`config.mk`:
```
export PLATFORM = sky130hd
export DESIGN_NAME = baser_257b_transcoder
export DESIGN_NICKNAME = d
export VERILOG_FILES = /design/src/rtl/baser_257b_pkg.sv /design/src/rtl/baser_66b_block_classifier.sv /design/src/rtl/baser_257b_transcoder.sv
export SDC_FILE = /design/constraint.sdc
export NUM_CORES = 1
export LEC_CHECK = 0
export ABC_AREA = 1
export CAP_MARGIN = 20
export CORE_MARGIN = 5
export CORE_UTILIZATION = 47
export DETAILED_ROUTE_END_ITERATION = 12
export PLACE_DENSITY_LB_ADDON = 0.15
export SLEW_MARGIN = 40
export SYNTH_ARGS = -nofsm -noshare
export SYNTH_HDL_FRONTEND = slang
export SYNTH_HIERARCHICAL = 1
export SYNTH_SLANG_ARGS = --single-unit
```
`constraint.sdc`:
```
create_clock -name clk -period 2.35 [get_ports clk]
set_clock_uncertainty 0.05 [all_clocks]
set_input_delay 0.235 -clock clk [delete_from_list [all_inputs] [get_ports clk]]
set_output_delay 0.235 -clock clk [all_outputs]
set_load 0.01 [all_outputs]
```
`src/rtl/baser_257b_pkg.sv`:
```
// Shared constants, slot type and helpers for the 256b/257b transmit transcoder.
// Block-type list and error block mirror what the receive-side 257b checker expects.
package baser_257b_pkg;

  localparam int DATA_WIDTH    = 64;
  localparam int SH_WIDTH      = 1;
  localparam int TC_DATA_WIDTH = 4 * DATA_WIDTH;
  localparam int TC_WIDTH      = TC_DATA_WIDTH + SH_WIDTH;
  localparam int CODED_WIDTH   = DATA_WIDTH + 2;
  localparam int NUM_SLOTS     = 4;
  localparam int CMP_WIDTH     = DATA_WIDTH - 4;

  localparam logic [1:0] SH_DATA = 2'b01;
  localparam logic [1:0] SH_CTRL = 2'b10;

  localparam int NUM_TYPES = 15;
  localparam logic [NUM_TYPES*8-1:0] VALID_TYPES = {
    8'hFF, 8'hE1, 8'hD2, 8'hCC, 8'hB4, 8'hAA, 8'h99, 8'h87,
    8'h78, 8'h66, 8'h55, 8'h4B, 8'h33, 8'h2D, 8'h1E
  };

  localparam logic [7:0]            ERR_TYPE  = 8'h1E;
  localparam logic [DATA_WIDTH-1:0] ERR_BLOCK = {{8{7'h1E}}, ERR_TYPE};

  typedef struct packed {
    logic                  is_data;
    logic [DATA_WIDTH-1:0] payload;
  } slot_t;

  function automatic logic type_is_valid(input logic [7:0] blk_type);
    logic hit;
    hit = 1'b0;
    for (int i = 0; i < NUM_TYPES; i++) begin
      if (VALID_TYPES[i*8 +: 8] == blk_type) hit = 1'b1;
    end
    return hit;
  endfunction

  // The low type nibble is implied by the high one for every legal type.
  function automatic logic [3:0] compress_type(input logic [7:0] blk_type);
    return 4'(blk_type >> 4);
  endfunction

endpackage

```
`src/rtl/baser_66b_block_classifier.sv`:
```
// Combinational 66b block check: data/control decode, type validation, error-block substitution.
module baser_66b_block_classifier
  import baser_257b_pkg::*;
(
  input  logic [CODED_WIDTH-1:0] block,
  output logic                   is_data,
  output logic                   is_valid,
  output logic [DATA_WIDTH-1:0]  payload
);

  logic [1:0]            sh;
  logic [DATA_WIDTH-1:0] raw;

  assign sh  = block[1:0];
  assign raw = block[CODED_WIDTH-1:2];

  always_comb begin
    is_data  = (sh == SH_DATA);
    is_valid = is_data || ((sh == SH_CTRL) && type_is_valid(raw[7:0]));
    payload  = is_valid ? raw : ERR_BLOCK;
  end

endmodule

```
`src/rtl/baser_257b_transcoder.sv`:
```
// Groups four 66b blocks into one 257b word, registered one cycle after the 4th accept; only the 4th block stalls on a full output.
// Statistics counters exist only when BASER_257B_TX_STATS_EN is defined; otherwise the count ports read 0.
module baser_257b_transcoder
  import baser_257b_pkg::*;
#(
  parameter int CNT_WIDTH = 32
) (
  input  logic                   clk,
  input  logic                   i_rst,
  input  logic [CODED_WIDTH-1:0] i_tx_coded,
  input  logic                   i_valid,
  output logic                   o_ready,
  output logic [TC_WIDTH-1:0]    o_tx_coded,
  output logic                   o_valid,
  input  logic                   i_ready,
  output logic [CNT_WIDTH-1:0]   o_block_count,
  output logic [CNT_WIDTH-1:0]   o_data_count,
  output logic [CNT_WIDTH-1:0]   o_ctrl_count,
  output logic [CNT_WIDTH-1:0]   o_inv_block_count
);

  logic [1:0]            idx;
  slot_t [2:0]           acc;
  slot_t                 cur;
  logic                  cur_is_data;
  logic                  cur_valid;
  logic [DATA_WIDTH-1:0] cur_payload;
  logic                  accept;
  logic                  last;
  logic                  load;
  slot_t [3:0]           grp;
  logic [NUM_SLOTS-1:0]  data_map;
  logic                  all_data;
  logic [TC_WIDTH-1:0]   packed_word;
  logic [8:0]            pos;
  logic                  seen_ctrl;

  baser_66b_block_classifier u_classifier (
    .block    (i_tx_coded),
    .is_data  (cur_is_data),
    .is_valid (cur_valid),
    .payload  (cur_payload)
  );

  assign cur.is_data = cur_is_data;
  assign cur.payload = cur_payload;

  assign last    = (idx == 2'd3);
  assign o_ready = i_rst && !(last && o_valid && !i_ready);
  assign accept  = i_valid && o_ready;
  assign load    = accept && last;

  always_ff @(posedge clk) begin
    if (!i_rst) begin
      idx <= '0;
      acc <= '0;
    end else if (accept) begin
      idx <= idx + 2'd1;
      for (int k = 0; k < 3; k++) begin
        if (idx == 2'(k)) acc[k] <= cur;
      end
    end
  end

  // The 4th block is packed straight from the input so the word loads on its accept edge.
  always_comb begin
    grp = {cur, acc};
    data_map = '0;
    for (int k = 0; k < NUM_SLOTS; k++) data_map[k] = grp[k].is_data;
    all_data = &data_map;
  end

  always_comb begin
    packed_word = '0;
    pos         = 9'd5;
    seen_ctrl   = 1'b0;
    if (all_data) begin
      packed_word = {grp[3].payload, grp[2].payload, grp[1].payload, grp[0].payload, 1'b1};
    end else begin
      packed_word[4:0] = {data_map, 1'b0};
      for (int k = 0; k < NUM_SLOTS; k++) begin
        if (!grp[k].is_data && !seen_ctrl) begin
          packed_word[pos +: CMP_WIDTH] = {grp[k].payload[DATA_WIDTH-1:8],
                                           compress_type(grp[k].payload[7:0])};
          pos       = pos + 9'(CMP_WIDTH);
          seen_ctrl = 1'b1;
        end else begin
          packed_word[pos +: DATA_WIDTH] = grp[k].payload;
          pos = pos + 9'(DATA_WIDTH);
        end
      end
    end
  end

  // A reload in the drain cycle keeps o_valid high with the new word.
  always_ff @(posedge clk) begin
    if (!i_rst) begin
      o_valid    <= 1'b0;
      o_tx_coded <= '0;
    end else if (load) begin
      o_valid    <= 1'b1;
      o_tx_coded <= packed_word;
    end else if (i_ready) begin
      o_valid    <= 1'b0;
    end
  end

`ifdef BASER_257B_TX_STATS_EN
  always_ff @(posedge clk) begin
    if (!i_rst) begin
      o_block_count     <= '0;
      o_data_count      <= '0;
      o_ctrl_count      <= '0;
      o_inv_block_count <= '0;
    end else begin
      if (load) begin
        o_block_count <= o_block_count + CNT_WIDTH'(1);
        if (all_data) o_data_count <= o_data_count + CNT_WIDTH'(1);
        else          o_ctrl_count <= o_ctrl_count + CNT_WIDTH'(1);
      end
      if (accept && !cur_valid) o_inv_block_count <= o_inv_block_count + CNT_WIDTH'(1);
    end
  end
`else
  logic stats_unused;
  assign stats_unused      = cur_valid;
  assign o_block_count     = '0;
  assign o_data_count      = '0;
  assign o_ctrl_count      = '0;
  assign o_inv_block_count = '0;
`endif

endmodule

```
==> results of run 1 <==
-- final timing paths --
kind         slack [ns]       startpoint               to  cells past startpoint
max                0.17         acc[129]   o_tx_coded[13]                     10
min reg2reg        0.42  o_tx_coded[191]  o_tx_coded[191]                      2
max reg2reg        0.17         acc[129]   o_tx_coded[13]                     10
min                0.30   i_tx_coded[64]  o_tx_coded[255]                      5
-- where the power goes --
part	total [W]	internal (W)	switching, W
sequential	0.00806	0.00790	0.000164
clock	0.00823	0.00488	0.00335
combinational	0.00166	0.000572	0.00109
-- synth_stat cells --
cell	instances	share of area [%]
clkbuf_1	130	2.2
a21boi_0	3	0.10
nand2_4	1	0.051
nor3_1	6	0.14
o21ai_0	363	8.2
ha_1	7	0.40
or2_2	2	0.057
nand2_2	4	0.11
o211ai_1	135	4.6
inv_2	5	0.085
a31oi_2	1	0.057
buf_1	25	0.43
a21oi_1	401	9.1
nor2_1	121	2.1
nor2_8	2	0.18
nand2_1	562	9.6
buf_2	83	1.9
inv_1	326	5.6
buf_8	2	0.14
a22oi_1	14	0.48
buf_4	132	4.5
o311ai_0	1	0.040
nor2_2	4	0.11
o22ai_1	28	0.79
dfxtp_1	455	41
clkinv_1	3	0.051
a21oi_2	10	0.40
conb_1	2	0.034
a31oi_1	25	0.71
nand3_1	233	5.3
buf_6	1	0.051
o21ai_1	40	0.91
nand4_1	12	0.34
-- through the flow --
stage / setup WS [ns] / instance area (um2) / cells
floorplan: 0.0163 / 22500 / 3271
global placement: -0.480 / 26500 / 4031
detailed placement: -0.545 / 26500 / 4032
CTS: 0.0383 / 28200 / 4121
global route: 0.00315 / 28300 / 4121
finish: 0.165 / 28300 / 4121
-- what timing repair did --
item,4_1_cts,5_1_grt
endpoints found under the setup margin,0,69
hold endpoints to repair,15,0
resized for setup,0,19
hold buffers,1,0
buffers inserted,0,0
-- routing by layer --
layer | up-vias | GRT usage [%]
met5 | - | 0
met4 | 6 | 16.8
met3 | 244 | 6.34
met2 | 1211 | 50.2
met1 | 10700 | 43.7
li1 | 10900 | -
-- critical path, stage by stage, from the launching register on --
cell	delay [ns]
dfxtp_1	0.44
nand2_2	0.27
buf_4	0.26
nor2_8	0.13
inv_2	0.11
nand2_2	0.19
buf_6	0.26
nand2_1	0.09
nand3_1	0.11
o211ai_1	0.11
inv_1	0.09
-- cell type report --
cell class,count,area [um2],area share (%)
Clock buffer,70,1430,5.04
Clock inverter,18,278,0.981
Inverter,334,1260,4.46
Multi-Input combinational cell,2109,10200,36.1
Sequential cell,455,9110,32.2
Tap cell,607,759,2.68
Timing Repair Buffer,528,5250,18.5
-- registers in the layout (all words and copies together), names as in the netlist --
name and flops:
o_tx_coded 257, acc 195, idx 2, o_valid 1
-- logic make-up after synthesis --
group | count (synthesis) | synth area share [%]
AO/OA/AOI/OAI | 1021 | 25.4
adder cells (fa/ha/maj) | 7 | 0.397
buffers and inverters | 707 | 14.9
flip-flops | 455 | 41.3
other | 2 | 0.0341
AND/OR/NAND/NOR | 947 | 17.9
==> metrics.log, run 1 <==
INFO  metric routed-wl-met2 = 38300 um
INFO  metric ir_worst_vdd = 537 uV
INFO  metric final_min_period_over_clock_period = 93.0%
INFO  metric syn-instance-count = 3139
INFO  metric crit_arrival = 2.66 ns
INFO  metric cts_tree = built
INFO  metric criticalPathCategory = flop to flop
INFO  metric ant_nets = 0
INFO  metric clock_tree.htree_level_count = 2
INFO  metric yosysWarnings = 6
INFO  metric drc_violation_count_after_routing = 0
INFO  metric ys_types = 33
INFO  metric fraction_of_final_layout_cells_sized_beyond_drive_strength_1 = 9.25%
INFO  metric clk-insertion-delay-late = 0.61 ns
INFO  metric cts.path.max_buffers = 3
INFO  metric die-width = 227 um
INFO  metric core.rowCount = 79
INFO  metric status = finished clean
INFO  metric synth_area = 0.0220 mm2
INFO  metric wl_met1 = 35900 um
INFO  metric fp.coreArea = 0.0465 mm2
INFO  metric groute.usage.overall = 32.6%
INFO  metric period_minus_slack = 2.18 ns
INFO  metric fin_total_pwr = 0.0180 W
INFO  metric hold_slack = 0.305 ns
INFO  metric synth_sequential_area_ratio = 41.3%
INFO  metric antenna_found_initial = 4
INFO  metric grt_setup_unrepaired = no
INFO  metric highest_layer = met5
INFO  metric grt_overflow = 0
INFO  metric timing.hold.worst.class = input port to flop
INFO  metric finalHoldViolations = 0
INFO  metric required = 2.83 ns
INFO  metric synth-seq-cells = 455
INFO  metric detail_route.wirelength = 87600 um
INFO  metric mostFrequentLayoutCells = nand2_1 (559), dfxtp_1 (454), a21oi_1 (397)
INFO  metric maxSlewHeadroom = 48.0%
INFO  metric grt_pass1_wl = 130000 um
INFO  metric die_h = 227 um
INFO  metric design.die.area = 0.0513 mm2
INFO  metric timing.final.setup_violations = 0
INFO  metric drt_iter0_markers = 2498
INFO  metric post_drt_via_cell_ratio = 5.59
INFO  metric timing.max_cap.violations = 0
INFO  metric clockRootBuffer = clkbuf_16
INFO  metric path_clk_slew = 0.06 ns
INFO  metric timing.setup.tns = 0 ns
INFO  metric p_per_area = 634 mW/mm2
INFO  metric setup.worst_path.start_class = flop
INFO  metric num-nets-final = 3554
INFO  metric antenna-diode-count = 0
INFO  metric syn2layout_area_growth = 28.4%
INFO  metric cts_sinks = 455
INFO  metric met3_length = 8100 um
INFO  metric route.detailed.wl_per_inst = 21.3 um
INFO  metric layout.filler_cells = 4251
INFO  metric fmax = 0.458 GHz
INFO  metric finish.utilization = 60.9%
INFO  metric dp_hpwl = 62100 um
INFO  metric detail_route.first_pass.iterations = 7
INFO  metric cts_made_buffers = 49
INFO  metric timing_max_transition_violations_final = 0
INFO  metric num_io_pins = 457
INFO  metric floorplan.initialDensity = 47.4%
INFO  metric via_count = 23.0k
INFO  metric leakage = 12.1 nW
INFO  metric routabilityCongestion = 0.898
INFO  metric mostFrequentLayoutCell = nand2_1
INFO  metric avgSynthCellArea = 7.02 um2
INFO  metric crit_path_max_fanout = 30
INFO  metric worst_slew_pin_slew = 0.780 ns
INFO  metric critPathCaptureType = flop
INFO  metric numPortBuffers = 328
INFO  metric pin_count_of_the_biggest_net_entering_global_routing = 136
INFO  metric vias_in_the_first_global_route = 21.4k
(Power assumes the default switching activity.)
==> run 2: changes to the inputs <==
Settings changed: SLEW_MARGIN 40 to default.
==> run 2 against run 1 <==
  * Global-route usage decreased by 0.23 points
  * Register-to-register slack about the same
  * Non-clock buffer count decreased by 1
  * Critical path type unchanged
  * Clock power decreased by 9.6%
  * Total power decreased by 4.5%
  * Sequential share of layout area increased by 0.27 points
  * Count of clock-buffer cells in the layout decreased by 2
  * Worst setup slack improved by 0.0077 ns
  * Die area unchanged
  * Flip-flop and latch count unchanged
  * Largest power group is now sequential cells
  * Critical endpoint is now o_tx_coded[148]
==> metrics.log, run 2 (same netlist as run 1, synthesis figures left out) <==
INFO  metric ant_nets = 0
INFO  metric setup_slack = 0.173 ns
INFO  metric global_route.peak_usage_layer = met2
INFO  metric clockRootBuffer = clkbuf_16
INFO  metric antenna_found_initial = 3
INFO  metric path_clk_slew = 0.06 ns
INFO  metric detail_route.wirelength = 87300 um
INFO  metric dp_hpwl = 61700 um
INFO  metric status = finished clean
INFO  metric fp.coreArea = 0.0465 mm2
INFO  metric global_route.usage.met1 = 43.0%
INFO  metric met3_usage = 6.87%
INFO  metric finish.utilization = 60.4%
INFO  metric r2r.worst_path.cells = 8
INFO  metric timing.hold.worst.class = input port to flop
INFO  metric drt_iter0_markers = 2731
INFO  metric clk-insertion-delay-late = 0.61 ns
INFO  metric crit_arrival = 2.57 ns
INFO  metric via_count = 22.9k
INFO  metric timing.final.setup_violations = 0
INFO  metric crit-reg2reg-capture = o_tx_coded[148]
INFO  metric fmax = 0.459 GHz
INFO  metric whs_path_depth = 4
INFO  metric largest_register_ffs = 257
INFO  metric cts_made_buffers = 49
INFO  metric grt_setup_unrepaired = no
INFO  metric mostFrequentLayoutCell = nand2_1
INFO  metric groute.usage.overall = 32.4%
INFO  metric maxSlewHeadroom = 21.8%
INFO  metric power.sequential.fraction = 47.0%
INFO  metric hold_start = i_ready
INFO  metric worst_slew_pin_slew = 1.17 ns
INFO  metric route.detailed.wl_per_inst = 21.2 um
INFO  metric regMostFlops = o_tx_coded
INFO  metric grt_overflow = 0
INFO  metric top_regs = o_tx_coded x257, acc x195, idx x2
INFO  metric place_worst_setup_slack = -0.538 ns
INFO  metric setup.worst_path.start_class = flop
INFO  metric post_cts_buffers = 0
INFO  metric worstHoldEndpoint = o_valid
INFO  metric criticalPathCategory = flop to flop
INFO  metric num_io_pins = 457
INFO  metric routabilityCongestion = 0.898
INFO  metric p_per_area = 611 mW/mm2
INFO  metric design.die.area = 0.0513 mm2
INFO  metric ir_worst_vdd = 488 uV
INFO  metric leakage = 12.0 nW
INFO  metric timing_max_transition_violations_final = 0
INFO  metric clock_power_share = 43.4%
INFO  metric timing.setup.tns = 0 ns
INFO  metric groute.layer.met2.usage = 51.3%
INFO  metric combPwrFrac = 9.6%
INFO  metric num-nets-final = 3553
INFO  metric timing.max_cap.violations = 0
INFO  metric syn2layout_area_growth = 27.3%
INFO  metric fraction_of_final_layout_cells_sized_beyond_drive_strength_1 = 8.93%
INFO  metric internal_power = 0.0127 W
INFO  metric final_min_period_over_clock_period = 92.6%
INFO  metric vias_in_the_first_global_route = 21.4k
INFO  metric grt_pass1_wl = 130000 um
INFO  metric finalHoldViolations = 0
INFO  metric cts_tree = built
INFO  metric netSwitchingPower = 0.00449 W
INFO  metric critPathCaptureType = flop
INFO  metric cts.path.max_buffers = 3
INFO  metric detail_route.first_pass.iterations = 6
INFO  metric post_drt_via_cell_ratio = 5.58
INFO  metric antenna-diode-count = 0
INFO  metric die-width = 227 um
INFO  metric mostFrequentLayoutCells = nand2_1 (560), dfxtp_1 (454), a21oi_1 (396)
INFO  metric cts_sinks = 455
INFO  metric required = 2.74 ns
INFO  metric drc_violation_count_after_routing = 0
INFO  metric crit_path_max_fanout = 32
INFO  metric numPortBuffers = 328
INFO  metric core.rowCount = 79
INFO  metric clock_tree.htree_level_count = 2
INFO  metric die_h = 227 um
INFO  metric period_minus_slack = 2.18 ns
INFO  metric pin_count_of_the_biggest_net_entering_global_routing = 257
INFO  metric reg2reg_setup_slack = 0.17 ns
INFO  metric netSwitchingFraction = 26.2%
INFO  metric floorplan.initialDensity = 47.4%
INFO  metric worst_r2r_startpoint = acc[129]
[run 2: changes by cell type in the layout (fill, tap and decap cells not counted), sizes merged]
cell / before / now
clkinv: 9 / 12
inv: 334 / 332
buf: 199 / 198
clkinvlp: 3 / 2
dlymetal6s2s: 3 / 4
clkbuf: 71 / 69
bufinv: 6 / 1
clkdlybuf4s50: 324 / 323
[run 2: worst max-delay path by stage]
stage / from / to / cells past startpoint
2_1_floorplan: i_tx_coded[1] / o_tx_coded[53] / 15
3_3_place_gp: i_tx_coded[5] / o_tx_coded[219] / 17
3_5_place_dp: i_tx_coded[3] / o_tx_coded[226] / 17
4_1_cts: idx[0] / o_ready / 3
5_1_grt: i_tx_coded[6] / o_tx_coded[220] / 17
6_report: acc[129] / o_tx_coded[148] / 8
[run 2: area by class of cell]
| type | count | area, um2 |
|---|---|---|
| Sequential cell | 455 | 9110 |
| Timing Repair Buffer | 527 | 5210 |
| Tap cell | 607 | 759 |
| Inverter | 334 | 1260 |
| Multi-Input combinational cell | 2109 | 10200 |
| Fill cell | 4319 | 18400 |
| Clock inverter | 13 | 131 |
| Clock buffer | 68 | 1380 |
[run 2: per-stage QoR]
step / instances / hold slack (ns) / cell area (um2) / power (W)
CTS: 4113 / 0.286 / 28000 / 0.0171
global placement: 4031 / 0.403 / 26500 / 0.00978
floorplan: 3271 / 0.391 / 22500 / 0.00921
finish: 4113 / 0.290 / 28100 / 0.0171
detailed placement: 4031 / 0.407 / 26500 / 0.00979
global route: 4113 / 0.359 / 28100 / 0.0176
[run 2: power by group through the flow]
stage / Combinational [W] / Clock, W / Sequential, W
floorplan: 0.00104 / 0 / 0.00817
global placement: 0.00156 / 0 / 0.00822
detailed placement: 0.00157 / 0 / 0.00822
CTS: 0.00158 / 0.00748 / 0.00806
global route: 0.00178 / 0.00779 / 0.00807
finish: 0.00165 / 0.00744 / 0.00806
[run 2: timing repair]
item,in CTS,in global routing
hold buffers,1,0
endpoints found under the setup margin,0,57
gates resized for setup,0,17
hold endpoints to repair,15,0
[run 2: worst max-delay path, stage by stage, from the launching register on]
cell and delay (ns):
dfxtp_1 0.43, nand2_2 0.25, nor2_2 0.32, buf_4 0.41, nor2_1 0.18, nand2_1 0.10
o21ai_0 0.08, a21oi_1 0.13, nor2_1 0.05
[run 2: routing by layer]
| metal | routed length (um) | vias to the layer above |
|---|---|---|
| met1 | 35100 | 10600 |
| met3 | 8700 | 185 |
| met4 | 4150 | 6 |
| met5 | 35 | - |
| li1 | - | 10900 |
| met2 | 39300 | 1242 |
